--- src/rtl/wide_add_sequencer_pkg.sv ---
// -----------------------------------------------------------------------------
// wide_add_sequencer_pkg
//   Shared definitions for multi-cycle arithmetic blocks that walk wide
//   operands through a narrow external datapath one chunk at a time.
//
//   CHUNK_W  : width of one chunk handled by the external adder per cycle.
//   state_t  : sequencer control states (IDLE, RUN, DONE).
//   flags_t  : status bundle reported alongside a completed result.
// -----------------------------------------------------------------------------
package wide_add_sequencer_pkg;

  localparam int CHUNK_W = 16;

  typedef enum logic [1:0] {
    IDLE = 2'd0,
    RUN  = 2'd1,
    DONE = 2'd2
  } state_t;

  typedef struct packed {
    logic carry_out;  // final carry; after a subtract, 1 means no borrow
    logic overflow;   // signed two's-complement overflow
    logic zero;       // complete result is all zeros
  } flags_t;

endpackage : wide_add_sequencer_pkg

--- src/rtl/wide_add_sequencer.sv ---
// -----------------------------------------------------------------------------
// wide_add_sequencer
//   Performs a (CHUNK_W*WORDS)-bit add or subtract by feeding one chunk per
//   cycle, least-significant first, through an external combinational
//   CHUNK_W-bit adder and registering what comes back. The adder itself lives
//   in the parent so any adder architecture with the same ports can be used.
//
// Ports
//   Clk, Rst             : rising-edge clock, asynchronous active-high reset
//   InValid / InReady    : request handshake (OpA, OpB, Sub sampled on accept)
//   OpA, OpB             : operands, CHUNK_W*WORDS bits
//   Sub                  : 0 -> OpA + OpB, 1 -> OpA - OpB
//   OutValid / OutReady  : result handshake; outputs held while OutReady = 0
//   Result               : sum / difference
//   CarryOut, Overflow,
//   Zero                 : status flags of the completed operation
//   AdderA/B/Cin         : drive the external adder (zero outside RUN)
//   AdderSum/AdderCout   : returned from the external adder
// -----------------------------------------------------------------------------
module wide_add_sequencer
  import wide_add_sequencer_pkg::*;
#(
  parameter int WORDS = 4
) (
  input  logic                       Clk,
  input  logic                       Rst,
  input  logic                       InValid,
  output logic                       InReady,
  input  logic [CHUNK_W*WORDS-1:0]   OpA,
  input  logic [CHUNK_W*WORDS-1:0]   OpB,
  input  logic                       Sub,
  output logic                       OutValid,
  input  logic                       OutReady,
  output logic [CHUNK_W*WORDS-1:0]   Result,
  output logic                       CarryOut,
  output logic                       Overflow,
  output logic                       Zero,
  output logic [CHUNK_W-1:0]         AdderA,
  output logic [CHUNK_W-1:0]         AdderB,
  output logic                       AdderCin,
  input  logic [CHUNK_W-1:0]         AdderSum,
  input  logic                       AdderCout
);

  localparam int W     = CHUNK_W * WORDS;
  localparam int IDX_W = (WORDS > 1) ? $clog2(WORDS) : 1;
  localparam logic [IDX_W-1:0] LAST_IDX = IDX_W'(WORDS - 1);

  state_t           r_state;
  logic [W-1:0]     r_a;
  logic [W-1:0]     r_b;          // OpB already inverted for subtract
  logic             r_sub;
  logic [IDX_W-1:0] r_idx;
  logic             r_carry;
  logic [W-1:0]     r_result;
  flags_t           r_flags;
  logic             r_out_valid;

  logic [CHUNK_W-1:0] w_chunk_a;
  logic [CHUNK_W-1:0] w_chunk_b;
  logic [W-1:0]       w_next_result;
  logic               w_last;
  flags_t             w_flags;

  // NOTE: every signal assigned in an always_comb gets a default first, so no
  // path can leave it unassigned and infer a latch.
  always_comb begin
    w_chunk_a     = r_a[int'(r_idx)*CHUNK_W +: CHUNK_W];
    w_chunk_b     = r_b[int'(r_idx)*CHUNK_W +: CHUNK_W];
    w_last        = (r_idx == LAST_IDX);

    // Result as it will look after this cycle's chunk is written; on the last
    // chunk this is the complete value, so Zero can be registered together
    // with it instead of a cycle later.
    w_next_result = r_result;
    w_next_result[int'(r_idx)*CHUNK_W +: CHUNK_W] = AdderSum;

    // Overflow: operands share a sign (B taken after inversion) and the top
    // sum bit disagrees with it.
    w_flags.carry_out = AdderCout;
    w_flags.overflow  = (r_a[W-1] == r_b[W-1]) &&
                        (AdderSum[CHUNK_W-1] != r_a[W-1]);
    w_flags.zero      = (w_next_result == '0);
  end

  // The external adder sees zeros unless a chunk is actually in flight.
  always_comb begin
    AdderA   = '0;
    AdderB   = '0;
    AdderCin = 1'b0;
    if (r_state == RUN) begin
      AdderA   = w_chunk_a;
      AdderB   = w_chunk_b;
      // Subtract is A + ~B + 1: the +1 enters as carry-in of chunk 0.
      AdderCin = (r_idx == '0) ? r_sub : r_carry;
    end
  end

  // NOTE: sequential state uses non-blocking assignments only, so every
  // register samples the pre-edge values of the others.
  always_ff @(posedge Clk or posedge Rst) begin
    if (Rst) begin
      r_state     <= IDLE;
      r_a         <= '0;
      r_b         <= '0;
      r_sub       <= 1'b0;
      r_idx       <= '0;
      r_carry     <= 1'b0;
      r_result    <= '0;
      r_flags     <= '0;
      r_out_valid <= 1'b0;
    end else begin
      case (r_state)
        IDLE: begin
          if (InValid && InReady) begin
            r_a      <= OpA;
            r_b      <= OpB ^ {W{Sub}};
            r_sub    <= Sub;
            r_idx    <= '0;
            r_carry  <= 1'b0;
            // Clear so a partially built result never shows stale chunks.
            r_result <= '0;
            r_flags  <= '0;
            r_state  <= RUN;
          end
        end

        RUN: begin
          r_result <= w_next_result;
          r_carry  <= AdderCout;
          if (w_last) begin
            r_idx       <= '0;
            r_flags     <= w_flags;
            r_out_valid <= 1'b1;
            r_state     <= DONE;
          end else begin
            r_idx <= r_idx + 1'b1;
          end
        end

        DONE: begin
          if (OutReady) begin
            r_out_valid <= 1'b0;
            r_state     <= IDLE;
          end
        end

        default: begin
          r_out_valid <= 1'b0;
          r_state     <= IDLE;
        end
      endcase
    end
  end

  // Ready is gated by Rst so it drops the moment reset is applied.
  assign InReady  = (r_state == IDLE) && !Rst;
  assign OutValid = r_out_valid;
  assign Result   = r_result;
  assign CarryOut = r_flags.carry_out;
  assign Overflow = r_flags.overflow;
  assign Zero     = r_flags.zero;

endmodule : wide_add_sequencer
--- config.mk ---
export PLATFORM = sky130hd
export DESIGN_NAME = wide_add_sequencer
export DESIGN_NICKNAME = d
export VERILOG_FILES = /design/src/rtl/wide_add_sequencer_pkg.sv /design/src/rtl/wide_add_sequencer.sv
export SDC_FILE = /design/constraint.sdc
export NUM_CORES = 1
export LEC_CHECK = 0
export ABC_AREA = 0
export ABC_CLOCK_PERIOD_IN_PS = 18500
export CAP_MARGIN = 15
export CORE_AREA = 8 8 153 155
export DETAILED_ROUTE_END_ITERATION = 6
export DIE_AREA = 0 0 161 163
export PLACE_DENSITY = 0.75
export SYNTH_ARGS = -nofsm -noshare
export SYNTH_HDL_FRONTEND = slang
export SYNTH_SLANG_ARGS = --single-unit
--- constraint.sdc ---
create_clock -name Clk -period 18.5 [get_ports Clk]
set_input_delay 2.775 -clock Clk [delete_from_list [all_inputs] [get_ports Clk]]
set_output_delay 2.775 -clock Clk [all_outputs]
set_load 0.01 [all_outputs]
# After elaboration in Yosys (flattened, before gate mapping)
# Cells that the tools add are included.
# classes
n_addsub,2
n_eq_ne,8
n_shift,4
muxes,22
bitwise,2
reduce_logical,13
# ops
operator,count
$pmux W64 S2,1
$shiftx A64 B7 Y16,2
$bwmux W64,1
$logic_not A64 Y1,1
$mux W64,1
$shift A16 B33 Y64 const A,1
$shiftx A16 B33 Y64,1
$xor A64 B64 Y64,1
$neg A6 Y33,1
$mux W16,2
$mux W2,5
$reduce_and A3 Y1,3
$mux W3,2
$ne A2 B2 Y1 const B,3
$pmux W2 S3,1
$pmux W3 S2,1
$mux W1,5
$eq A2 B2 Y1 const B,2
$logic_not A2 Y1,2
$pmux W2 S2,1
$reduce_and A2 Y1,2
$logic_and A1 B1 Y1,3
$pmux W1 S3,1
$add A2 B1 Y2 const B,1
other kinds (7),7
# word_totals
ff_bits,202
input_bits,150
out_inout_bits,102
wordCells,62

# Logic depth before layout (Yosys ltp)
# depth
depth_word,6
ltp_mapped,10
mapped_depth_nobuf,7

# Worst setup path after synthesis
# No wires, ideal clock.
# synth_timing
path_kind,in2out
startpoint,in Rst
endpoint,out InReady
t_arrival_ns,3.112
required_time_ns,15.725
path_slack_ns,12.613
stages,1
path_buffers,0
cell_sequence,nor3_1
# synth_between
elab_chain_len,2
# synth_rtl
item,line,rtl
from (decl),wide_add_sequencer.sv:26,"input logic Rst,"
$logic_not A1 Y1,wide_add_sequencer.sv:157,assign InReady = (r_state == IDLE) && !Rst;
$logic_and A1 B1 Y1,wide_add_sequencer.sv:157,
to (decl),wide_add_sequencer.sv:28,"output logic InReady,"
# No other way between the ends.

# Worst setup path in the final report
# Same ends and word-level chain as after synthesis.

==> results.sh <==
export IMPL_yosysMostFrequentCell="nand2_1"
export IMPL_p_per_area_nw_per_um2=154
export IMPL_cp_slowest_cell="clkdlybuf4s50_1"
export IMPL_first_pass_iters=4
export IMPL_vias=7381
export IMPL_synth_top_area_share_pct=54.2
export IMPL_place_ws_ns=11.27
export IMPL_cts_tree="yes"
export IMPL_start_util_pct=44.8
export IMPL_relSlewSlack_pct=22.2
export IMPL_synth_edf_count=0
export IMPL_status="completed"
export IMPL_synth_compound_area_share_pct=11.6
export IMPL_via_per_inst=5.26
export IMPL_ys_seq_elements=202
export IMPL_synthFlopType="dfrtp_1"
export IMPL_wire_per_inst_um=18.9
export IMPL_fillers=1715
export IMPL_leakagePower_uw=0.00570
export IMPL_fmax_mhz=138
export IMPL_core_um2=20800
export IMPL_grt_pass1_wl_um=43100
export IMPL_worst_slew_pin_slew_ns=1.17
export IMPL_synthMuxAreaShare_pct=7.84
export IMPL_drv_cap=0
export IMPL_cp_required_ns=15.73
export IMPL_synth_top_area_cell="dfrtp_1"
export IMPL_seq_area_frac_synth_pct=54.2
export IMPL_synthesis_area_um2=9320
export IMPL_clock_sinks=202
export IMPL_antenna_found_initial=1
export IMPL_clk_latency_ns=0.51
export IMPL_htreeDepth=1
export IMPL_cts_hold_buffers_added=0
export IMPL_synth_adder_area_share_pct=0.805
export IMPL_synth_area_top_cells="dfrtp_1 (54%), nand2_1 (11%), mux4_2 (7.7%)"
export IMPL_fp_row_count=53
export IMPL_nNetsFinal=1268
export IMPL_min_path_type="reg -> reg"
export IMPL_rsz0062_at_grt="false"
export IMPL_cp_end_kind="output port"
export IMPL_syn_avg_cell_area_um2=10.5
export IMPL_cts_clk_slew_worst_paths_ns=0.06
export IMPL_ctsLongestPathBuffers=3
export IMPL_drive_gt1_share_pct=8.24
export IMPL_fin_setup_tns_ns=0
export IMPL_synth_common_cells="nand2_1 (269), dfrtp_1 (202), o21ai_0 (72), xnor2_1 (64), a22o_1 (60)"
export IMPL_cpMostUsedCell="clkdlybuf4s50_1"
export IMPL_peakVddDrop_v=0.0000844
export IMPL_drt_wl_total_um=26600
export IMPL_clock_root_buffer="clkbuf_16"
export IMPL_worstPathArrival_ns=4.47
export IMPL_overflow=0
export IMPL_critPathMaxFanout=3
export IMPL_drt_iter0_drc=429
export IMPL_final_hold_viol_count=0
export IMPL_numCtsBuffers=23
export IMPL_synth_warnings=0
export IMPL_hpwl_um=18200
export IMPL_fin_skew_ns=0.00742
export IMPL_drc_errors=0
export IMPL_critPathKind="in -> out"
export IMPL_layout_setup_ws_ns=11.25
export IMPL_dieArea_um2=26200
export IMPL_antenna_cells=0
export IMPL_die_w_um=161
export IMPL_whs_ns=0.474
export IMPL_ant_nets=0
export IMPL_worst_setup_path_start_kind="input port"
export IMPL_numPortBuffers=251
export IMPL_synth_top_family_by_area="simple AND/OR/NAND/NOR gates"
export IMPL_grt_max_degree=136
export IMPL_drv_slew=0
export IMPL_yosysUniqueCellTypes=39
export IMPL_async_flop_share_pct=100
export IMPL_pin_count=252
export IMPL_synthSimpleGateAreaFrac_pct=16.6
export IMPL_area_growth_pct=37.8
export IMPL_postCtsSetupBuffers=0
export IMPL_cts_resized=0
export IMPL_period_share_pct=39.2
export IMPL_path_cells="clkdlybuf4s50_1 > nor3_1 > clkdlybuf4s50_1"
export IMPL_dieHeight_um=163
export IMPL_synth_cells=889
export IMPL_grt_total_usage_pct=20.3
export IMPL_place_congestion=0.863
export IMPL_period_minus_slack_ns=7.25
export IMPL_setup_viol=0
export IMPL_grt_pass1_vias=7849
export IMPL_cp_slowest_stage_delay_ns=0.66
export IMPL_synth_xor_area_share_pct=6.01
export IMPL_synth_nets=1045
-- registers in the layout (all words and copies together), names as in the netlist --
name,flops
r_a,64
Overflow,1
CarryOut,1
r_sub,1
r_idx,2
r_b,64
r_carry,1
OutValid,1
Result,64
r_state,2
Zero,1
-- routing by layer --
layer	GRT usage [%]	up-vias	wire (um)	part of all wire [%]
li1	-	3494	-	-
met1	26.3	3552	11100	42
met2	32.8	279	12600	47
met3	5.16	54	2030	7.7
met4	6.40	2	779	2.9
met5	0	-	10	0.038
-- through the flow --
stage               utilization [%]  std cells  power [uW]  instance area, um2
floorplan                         -        889        1170                9320
global placement               57.6       1361        1470               12000
detailed placement             57.6       1361        1500               12000
CTS                            61.6       1403        2000               12800
global route                   61.7       1404        2110               12800
finish                         61.7       1404        1980               12800
-- worst paths after layout --
| kind | slack, ns | from | cells after the start | endpoint |
|---|---|---|---|---|
| worst min register to register | 0.47 | r_b[40] | 2 | r_b[40] |
| worst min-delay path | 0.47 | r_b[40] | 2 | r_b[40] |
| min in group asynchronous | 2.90 | Rst | 2 | r_a[14] |
| max in group asynchronous | 14.02 | Rst | 3 | r_idx[1] |
| worst max register to register | 15.46 | r_idx[1] | 6 | Result[22] |
| worst max-delay path | 11.25 | Rst | 3 | InReady |
-- cell type report --
cell class	instances	area (um2)	share of cell area, %
flip-flops and latches	202	5060	39.4
inverters	4	22.5	0.175
well taps	275	344	2.68
clock buffers	32	679	5.29
clock inverters	10	154	1.20
repair buffers	259	2570	20.0
multi-input cells	622	4020	31.3
-- power by group --
group          internal (uW)  switching [uW]  leakage, uW  total, uW
clock network            312             181     0.000417        493
registers                611             118      0.00260        730
logic                    398             356      0.00268        754
total                   1320             656      0.00570       1980
-- worst max-delay path: cells and delay by family --
kind,cells,cell delay (ns)
AND/OR/NAND/NOR,1,0.52
buffers and inverters,2,1.18
-- logic make-up (layout without fill, tap and decap cells) --
logic type               after synthesis  after routing
AND/OR/NAND/NOR                      360            360
flip-flops                           202            202
AO/OA/AOI/OAI                        159            159
buffers and inverters                 65            305
XOR/XNOR                              64             64
multiplexers                          33             33
adder cells (fa/ha/maj)                6              6
-- layout by cell type (no fill, tap or decap), types with 2 or more instances in the layout --
| cell | synthesis | routed |
|---|---|---|
| nand2_1 | 269 | 268 |
| clkdlybuf4s50_1 | 0 | 250 |
| dfrtp_1 | 202 | 200 |
| o21ai_0 | 72 | 72 |
| xnor2_1 | 64 | 64 |
| a22o_1 | 60 | 60 |
| and2_1 | 35 | 34 |
| mux4_2 | 32 | 32 |
| clkbuf_16 | 0 | 23 |
| a21oi_1 | 13 | 13 |
| nor4_1 | 13 | 13 |
| nor2_1 | 10 | 10 |
| nor3_1 | 9 | 9 |
| buf_4 | 0 | 9 |
| nand3_1 | 8 | 8 |
| clkbuf_8 | 0 | 7 |
| ha_1 | 6 | 6 |
| or3_1 | 5 | 5 |
| clkinv_2 | 0 | 5 |
| a22o_2 | 4 | 4 |
| bufinv_16 | 0 | 4 |
| inv_1 | 4 | 3 |
| or4_1 | 3 | 3 |
| o31ai_1 | 2 | 2 |
| clkbuf_1 | 41 | 2 |
| dfrtp_2 | 0 | 2 |
Power figures use the tool's default switching activity.
